--- src/rtl/count_sched_pkg.sv ---
// Shared types and constants for the count operation scheduler.
package count_sched_pkg;

  // Scheduler sequencing states
  typedef enum logic [1:0] {
    IDLE = 2'd0,
    RUN  = 2'd1,
    DONE = 2'd2
  } sched_state_t;

  // Direction encoding carried on req_dir
  localparam logic DIR_UP   = 1'b1;
  localparam logic DIR_DOWN = 1'b0;

endpackage

--- src/rtl/count_op_scheduler_rr_arbiter.sv ---
// Combinational round-robin arbiter: picks the first set request bit,
// searching upward from rr_ptr and wrapping past the top index.
module rr_arbiter #(
  parameter int NUM_REQ = 4,
  localparam int IDW = $clog2(NUM_REQ)
) (
  input  logic [NUM_REQ-1:0] req,
  input  logic [IDW-1:0]     rr_ptr,
  output logic               grant_valid,
  output logic [IDW-1:0]     grant
);

  logic [IDW:0] pos;

  // Scan offsets from farthest to nearest so the nearest set bit wins last
  always_comb begin
    grant_valid = 1'b0;
    grant       = '0;
    pos         = '0;
    for (int i = NUM_REQ - 1; i >= 0; i--) begin
      pos = {1'b0, rr_ptr} + (IDW+1)'(i);
      if (pos >= (IDW+1)'(NUM_REQ)) begin
        pos = pos - (IDW+1)'(NUM_REQ);
      end else begin
        pos = pos;
      end
      if (req[pos[IDW-1:0]]) begin
        grant_valid = 1'b1;
        grant       = pos[IDW-1:0];
      end else begin
        grant_valid = grant_valid;
      end
    end
  end

endmodule

--- src/rtl/count_op_scheduler.sv ---
// Shares one modulo-2^WIDTH up/down step counter among NUM_REQ requesters.
// One operation runs at a time; the counter moves one step per RUN cycle.
module count_op_scheduler
  import count_sched_pkg::*;
#(
  parameter int NUM_REQ = 4,
  parameter int WIDTH   = 4,
  parameter int LEN_W   = 4,
  localparam int IDW    = $clog2(NUM_REQ)
) (
  input  logic                     clk,
  input  logic                     reset,
  input  logic [NUM_REQ-1:0]       req_valid,
  input  logic [NUM_REQ-1:0]       req_dir,
  input  logic [NUM_REQ*LEN_W-1:0] req_len,
  output logic [NUM_REQ-1:0]       req_ready,
  input  logic                     clear,
  output logic [WIDTH-1:0]         cnt_value,
  output logic                     busy,
  output logic [IDW-1:0]           grant_id,
  output logic                     done_valid,
  output logic [IDW-1:0]           done_id
);

  sched_state_t     state;
  logic [LEN_W-1:0] remaining;
  logic             dir;
  logic [IDW-1:0]   rr_ptr;
  logic             grant_valid;
  logic [IDW-1:0]   grant;
  logic [LEN_W-1:0] sel_len;
  logic             sel_dir;
  logic [IDW-1:0]   next_ptr;

  rr_arbiter #(.NUM_REQ(NUM_REQ)) u_arb (
    .req         (req_valid),
    .rr_ptr      (rr_ptr),
    .grant_valid (grant_valid),
    .grant       (grant)
  );

  // Operands of the granted requester and the rotated pointer past it
  always_comb begin
    sel_len = req_len[grant*LEN_W +: LEN_W];
    sel_dir = req_dir[grant];
    if (grant == IDW'(NUM_REQ - 1)) begin
      next_ptr = '0;
    end else begin
      next_ptr = grant + IDW'(1);
    end
  end

  // Accept pulse only in IDLE and never while reset holds the block
  always_comb begin
    req_ready = '0;
    if ((state == IDLE) && grant_valid && !reset) begin
      req_ready[grant] = 1'b1;
    end else begin
      req_ready = '0;
    end
  end

  // Shared counter: clear wins over a step; it only moves in RUN
  always_ff @(posedge clk or posedge reset) begin
    if (reset) begin
      cnt_value <= '0;
    end else if (clear) begin
      cnt_value <= '0;
    end else if (state == RUN) begin
      case (dir)
        DIR_UP:   cnt_value <= cnt_value + WIDTH'(1);
        DIR_DOWN: cnt_value <= cnt_value - WIDTH'(1);
        default:  cnt_value <= cnt_value;
      endcase
    end else begin
      cnt_value <= cnt_value;
    end
  end

  // Sequencer: accept/latch, step accounting, completion pulse
  always_ff @(posedge clk or posedge reset) begin
    if (reset) begin
      state      <= IDLE;
      remaining  <= '0;
      dir        <= 1'b0;
      rr_ptr     <= '0;
      grant_id   <= '0;
      busy       <= 1'b0;
      done_valid <= 1'b0;
      done_id    <= '0;
    end else begin
      case (state)
        IDLE: begin
          done_valid <= 1'b0;
          if (grant_valid) begin
            grant_id  <= grant;
            rr_ptr    <= next_ptr;
            dir       <= sel_dir;
            remaining <= sel_len;
            busy      <= 1'b1;
            if (sel_len != LEN_W'(0)) begin
              state <= RUN;
            end else begin
              // Zero-length op goes straight to completion
              state      <= DONE;
              done_valid <= 1'b1;
              done_id    <= grant;
            end
          end else begin
            busy <= 1'b0;
          end
        end
        RUN: begin
          // A cleared cycle does not count as a step
          if (!clear) begin
            remaining <= remaining - LEN_W'(1);
            if (remaining == LEN_W'(1)) begin
              state      <= DONE;
              done_valid <= 1'b1;
              done_id    <= grant_id;
            end else begin
              state <= RUN;
            end
          end else begin
            remaining <= remaining;
          end
        end
        DONE: begin
          state      <= IDLE;
          busy       <= 1'b0;
          done_valid <= 1'b0;
        end
        default: begin
          state      <= IDLE;
          busy       <= 1'b0;
          done_valid <= 1'b0;
        end
      endcase
    end
  end

endmodule

--- config.mk ---
export PLATFORM = sky130hd
export DESIGN_NAME = count_op_scheduler
export DESIGN_NICKNAME = d
export VERILOG_FILES = /design/src/rtl/count_sched_pkg.sv /design/src/rtl/count_op_scheduler_rr_arbiter.sv /design/src/rtl/count_op_scheduler.sv
export SDC_FILE = /design/constraint.sdc
export NUM_CORES = 1
export LEC_CHECK = 0
export ABC_AREA = 1
export BUFFER_PORTS_ARGS = -buffer_cell sky130_fd_sc_hd__buf_4
export CELL_PAD_IN_SITES_DETAIL_PLACEMENT = 0
export CELL_PAD_IN_SITES_GLOBAL_PLACEMENT = 1
export CORE_ASPECT_RATIO = 1.5
export CORE_UTILIZATION = 40
export DETAILED_ROUTE_END_ITERATION = 6
export PLACE_DENSITY = 0.95
export SYNTH_ARGS = -nofsm -noshare
export SYNTH_HDL_FRONTEND = slang
export SYNTH_SLANG_ARGS = --single-unit
export TNS_END_PERCENT = 50
--- constraint.sdc ---
create_clock -name clk -period 5.8 [get_ports clk]
set_input_delay 1.16 -clock clk [delete_from_list [all_inputs] [get_ports clk]]
set_output_delay 1.16 -clock clk [all_outputs]
set_load 0.05 [all_outputs]
== After elaboration in Yosys (flattened, before gate mapping) ==
Cells that the tools add are included.

* Register bits after elaboration: 19
* Bits of input ports: 27
* Output and inout bits: 14
* Logic and storage cells: 101

* Add/sub/neg operators: 11
* Magnitude comparators: 10
* Eq/ne operators: 7
* Shift operators: 1
* Multiplexer cells: 49
* Bitwise logic cells: 1
* Reductions and logical operators: 13

{| class="wikitable"
|+ Operators with widths
! operator !! count
|-
| 2-to-1 mux 2 bit || 17
|-
| 2-to-1 mux 4 bit || 5
|-
| case mux 4 bit (2 select lines) || 2
|-
| variable part select 16 x 5 -> 4 bit || 1
|-
| less-than comparator 2 x 3 -> 1 bit, second input constant || 5
|-
| 2-to-1 mux 1 bit || 15
|-
| binary-select mux 1 bit (select 2 bit) || 5
|-
| greater-or-equal comparator 3 bit, second input constant || 3
|-
| case mux 2 bit (2 select lines) || 2
|-
| subtractor 2 x 1 -> 2 bit, second input constant || 4
|-
| subtractor 4 x 1 -> 4 bit, second input constant || 2
|-
| adder 2 x 2 -> 3 bit, second input constant || 2
|-
| != test 2 bit, second input constant || 3
|-
| AND reduction 2 bit || 3
|-
| AND reduction 5 bit || 1
|-
| adder 4 x 1 -> 4 bit, second input constant || 1
|-
| == test 4 x 1 -> 1 bit, second input constant || 1
|-
| case mux 1 bit (2 select lines) || 2
|-
| nonzero test 2 bit || 2
|-
| nonzero test 4 bit || 1
|-
| adder 2 x 1 -> 3 bit, second input constant || 1
|-
| greater-or-equal comparator 2 x 3 -> 1 bit, second input constant || 1
|-
| logical AND 1 bit || 3
|-
| AND reduction 3 bit || 1
|-
| other kinds (9) || 9
|}

== Depth between registers and ports, before layout ==
* Depth after elaboration: 14
* Mapped depth: 20
* Gate-level depth less buffers: 18

== Modules after synthesis ==
A second synthesis with hierarchy kept.

* Cell total of the unflattened synthesis: 214
* Area, all modules: 1,461.4 um^2

{| class="wikitable"
|+ Modules (own cells, without submodules)
! module !! instances !! cells an instance !! area an instance (um^2) !! sequential area each (um^2)
|-
| count_op_scheduler || 1 || 170 || 1,246.2 || 475.5
|-
| rr_arbiter || 1 || 44 || 215.2 || 0.0
|}

== Least setup slack after synthesis ==
OpenSTA, ideal clock, no wires.

* Path type: input-to-output
* Start: input req_valid[3]
* End: output req_ready[2]
* Arrival: 2.830 ns
* Data required time: 4.640 ns
* Slack: 1.810 ns
* Stages on the path: 12
* Buffers on the path: 1
* Path through: inv_1 > o21ai_1 > nand2_2 > nand3_4 > nand2_2 > nand2_4 > nand2_4 > buf_12 > inv_2 > ha_1 > inv_1 > nor2_1

* Longest elaborated chain between the ends: 11
* Elaborated cells on any way between the ends: 24
* Classes of those cells: order compare (2); mux (19); reduce/logical (3)

{| class="wikitable"
|+ Ends and longest elaborated chain
! element !! line !! source
|-
| start: declaration || count_op_scheduler.sv:13 || <nowiki>input logic [NUM_REQ-1:0] req_valid,</nowiki>
|-
| binary-select mux 1 bit (select 2 bit) || count_op_scheduler_rr_arbiter.sv:27 || <nowiki>if (req[pos[IDW-1:0]]) begin</nowiki>
|-
| 2-to-1 mux 1 bit (not written as such) || count_op_scheduler_rr_arbiter.sv:27 ||
|-
| 2-to-1 mux 2 bit (3 in a row) || count_op_scheduler_rr_arbiter.sv:27 ||
|-
| 2-to-1 mux 2 bit (*) || count_op_scheduler_rr_arbiter.sv:27 ||
|-
| net grant[0] || count_op_scheduler.sv:30 || <nowiki>logic [IDW-1:0] grant;</nowiki>
|-
| less-than comparator 2 x 3 -> 1 bit (not written as such) / greater-or-equal comparator 2 x 1 -> 1 bit (equally long branches) || count_op_scheduler.sv:57 || <nowiki>req_ready[grant] = 1'b1;</nowiki>
|-
| logical AND 1 bit (not written as such) || count_op_scheduler.sv:57 ||
|-
| 2-to-1 mux 1 bit (not written as such) || count_op_scheduler.sv:57 ||
|-
| demux 1 bit (select 2 bit) (*) || count_op_scheduler.sv:57 ||
|-
| 2-to-1 mux 4 bit (*) || count_op_scheduler.sv:56 || <nowiki>if ((state == IDLE) && grant_valid && !reset) begin</nowiki>
|-
| end: declaration || count_op_scheduler.sv:16 || <nowiki>output logic [NUM_REQ-1:0] req_ready,</nowiki>
|}

The timed path passes the listed nets; every way through them passes the cells marked *. The select of a mux whose other input is x is not followed.

== Worst setup path in the final report ==
* Start: input req_valid[3]
* End: output req_ready[0]

* Longest elaborated chain between the ends: 11
* Elaborated cells on any way between the ends: 24
* Classes of those cells: order compare (2); mux (19); reduce/logical (3)

{| class="wikitable"
|+ Ends and longest elaborated chain
! element !! line
|-
| binary-select mux 1 bit (select 2 bit) || count_op_scheduler_rr_arbiter.sv:27
|-
| 2-to-1 mux 1 bit (not written as such) || count_op_scheduler_rr_arbiter.sv:27
|-
| 2-to-1 mux 2 bit (4 in a row) || count_op_scheduler_rr_arbiter.sv:27
|-
| less-than comparator 2 x 3 -> 1 bit (not written as such) / greater-or-equal comparator 2 x 1 -> 1 bit (equally long branches) || count_op_scheduler.sv:57
|-
| logical AND 1 bit (not written as such) || count_op_scheduler.sv:57
|-
| 2-to-1 mux 1 bit (not written as such) || count_op_scheduler.sv:57
|-
| demux 1 bit (select 2 bit) || count_op_scheduler.sv:57
|-
| 2-to-1 mux 4 bit (*) || count_op_scheduler.sv:56
|}

Every way passes the cells marked *; elsewhere a longest branch is shown, timed or not. The select of a mux whose other input is x is not followed.

==> results.md <==
- Status: completed
- First-pass GRT wire length: 5.46 mm
- Initial antenna violation count: 0
- Min Tclk post-route: 3860 ps
- Placed Area: 0.00188 sq mm
- Post-CTS sizing: 0
- Wire per inst: 10.8 microns
- Worst-Skew Late Latency: 250 ps
- R2R setup slack: 3500 ps
- Cell Rows: 27
- Gate Count Post-Synth: 218
- RSZ-0062 raised after global routing: no
- MaxCap Viol Count: 0
- # nets final: 297
- Hold Path Cell Cnt: 2
- Multi-input combinational cell area: 885 sq um
- Gr usage total: 0.172
- Max VDD drop: 0.335 mV
- Largest cells by area after synthesis: dfrtp_1 (30%), nand2_1 (10%), inv_1 (8.4%)
- Die Width: 53.0 microns
- Clock sink total: 19
- Setup crit start kind: input port
- Hold wc startpoint: done_id[0]
- Int Power: 0.552 mW
- Drt total wl: 3.27 mm
- Least-Margin Pin Slew: 726 ps
- GPL Wtd Cong: 0.815
- Final ANT Viol Nets: 0
- Worst Hold Endpoint: done_id[0]
- Largest net degree at the start of global routing: 21
- GR Overflow Total: 0
- Power share of the combinational group: 0.728
- Tcrit/Tclk final: 0.665
- Via/cell ratio: 4.82
- Pre-CTS setup slack: 1930 ps
- Design Area, Final: 0.00193 sq mm
- Worst r2r src: rr_ptr[0]
- Post-synth top area cell: dfrtp_1
- Setup Viol. Count Final: 0
- CTS tree: built
- Reg clk slew, reported paths: 70 ps
- Storage element area: 475 sq um
- Core area: 0.00368 sq mm
- Relative slew slack: 0.515
- Ys async rst share: 1.00
- Synth Warn #: 0
- Full die area: 0.00416 sq mm
- Worst reg2reg path depth: 17
- Most instantiated library cell after synthesis: nand2_1
- Hold Buf Count CTS: 0
- Slew Limit Fails: 0
- Residual DRC: 0
- Power density over the cells: 653 mW/mm^2
- Mapped Nets: 254
- Final worst slack: 1940 ps
- DPL Wire Length: 2.69 mm
- Fmax achieved: 0.259 GHz
- Sw power: 0.707 mW
- Seq/Total Area, Yosys: 0.305
- Crit path kind: in2out
- ANT cells: 0
- Syn Area/Cell: 7.15 sq um
- Synth cell types: 31
- Worst-path fanout max: 15
- Reg2Reg Capture Point: done_id[1]
- Sum Neg Setup Slack: 0 ps
- Number of synthesized flops with an enable pin: 0
- Starting DRT DRC Count: 23
- Clock root cell: clkbuf_8
- Post-synth top area share: 0.305
- Worst min path class: reg2reg
- Ports: 41
- Leakage power: 1.08 nW
- Clk network pwr share: 0.072
- H-tree levels: 1
- IO Port Bufs: 40
- Sequential Power Share: 0.200
- Initial Util: 0.423
- Main synth FF type: dfrtp_1
- Fillers: 381
- Share of cells above drive strength 1: 0.273
- Synthesized area: 0.00156 sq mm
- Post-CTS Setup Inserts: 0
- Critical Path End Type: output port
- Clock tree buffer depth: 2
- Layout area overhead: 23.7%
- Worst clock skew: 1.96 ps
- Worst EP required: 4640 ps
- DRT Pass-1 Iters: 4
- Sw frac: 0.562
- Via count: 1461
- Vias in the first global route: 1305
- Die Height: 78.5 microns
- #FFs+latches synth: 19
- Fin. Hold Viols: 0
- CTS Buf Count: 3
- WP data arrival: 2700 ps
- Commonest cells post-synth: nand2_1 (43), inv_1 (35), nor2_1 (21)
-- cells in the final DEF (no fill, tap or decap) --
cell	n
nand3b_1	3
inv_1	35
xnor2_1	4
xor2_1	1
buf_4	40
a21oi_1	6
nand2_2	9
a22o_1	1
nand3_1	20
nand2_4	3
nor2_1	21
a31oi_1	2
nand3_2	2
a22oi_1	1
nand4_1	3
clkbuf_8	3
nor2_2	1
nand2_1	43
o21ai_1	4
nor2_4	1
ha_1	8
o21ai_0	13
o21bai_1	1
inv_4	1
clkinv_1	2
nand3_4	2
fa_1	1
o211ai_1	1
dfrtp_1	19
inv_2	6
clkinv_2	1
o21ai_2	2
-- logic make-up (layout without fill, tap and decap cells) --
kind of cell    count (synthesis)  after routing  synth area share
xor+xnor                        5              5            0.0281
flops                          19             19             0.305
buf+inv                        46             88             0.128
compound gates                 31             31             0.113
fa+ha+maj                       9              9            0.0770
simple gates                  108            108             0.349
-- through the flow --
| step | std cells | util | power [mW] | hold WS (ps) |
|---|---|---|---|---|
| floorplan | 218 | - | 1.01 | 508 |
| CTS | 303 | 0.524 | 1.27 | 484 |
| global placement | 299 | 0.511 | 1.17 | 457 |
| detailed placement | 299 | 0.511 | 1.18 | 466 |
| finish | 303 | 0.524 | 1.26 | 483 |
| global route | 303 | 0.524 | 1.39 | 520 |
-- metal layers --
metal / routed length (microns) / track usage / vias up
li1: - / - / 772
met1: 1400 / 0.212 / 655
met2: 1740 / 0.308 / 30
met3: 90 / 0.00581 / 4
met4: 34 / 0.0553 / 0
met5: 0 / 0 / -
-- flip-flops by register name, summed over array words and instances, names as in the netlist --
name        cells
grant_id        2
cnt_value       4
done_id         2
state           2
dir             1
done_valid      1
busy            1
remaining       4
rr_ptr          2
-- worst max-delay path: stages --
cell	delay, ps
buf_4	100
inv_1	80
nand2_1	90
nand3_1	150
nand2_2	90
nand3_4	80
nand2_2	70
nand2_4	110
nand2_4	150
inv_2	120
ha_1	150
inv_1	40
nor2_1	100
buf_4	210
-- cell type report --
type | count | area share
clock buffer | 3 | 0.0214
inverter | 44 | 0.0870
sequential | 19 | 0.247
clock inverter | 1 | 0.00260
multi-input combinational | 153 | 0.459
tap | 43 | 0.0279
timing repair buffer | 40 | 0.156
-- power by group through the flow --
stage / Sequential (mW) / Clock [mW] / Combinational (mW)
finish: 0.252 / 0.0908 / 0.916
floorplan: 0.335 / 0 / 0.674
global placement: 0.254 / 0 / 0.913
CTS: 0.254 / 0.0925 / 0.926
detailed placement: 0.256 / 0 / 0.923
global route: 0.261 / 0.0978 / 1.03
-- how the worst max path moves through the flow --
stage	depth (start not counted)	slack [ps]	endpoint	start
after detailed placement	14	1930	req_ready[0]	req_valid[3]
after floorplan	12	1810	req_ready[2]	req_valid[3]
after global placement	14	1930	req_ready[2]	req_valid[3]
after global routing	14	1760	req_ready[2]	req_valid[3]
final	14	1940	req_ready[0]	req_valid[3]
after CTS	14	1920	req_ready[0]	req_valid[3]
Power figures use the tool's default switching activity.
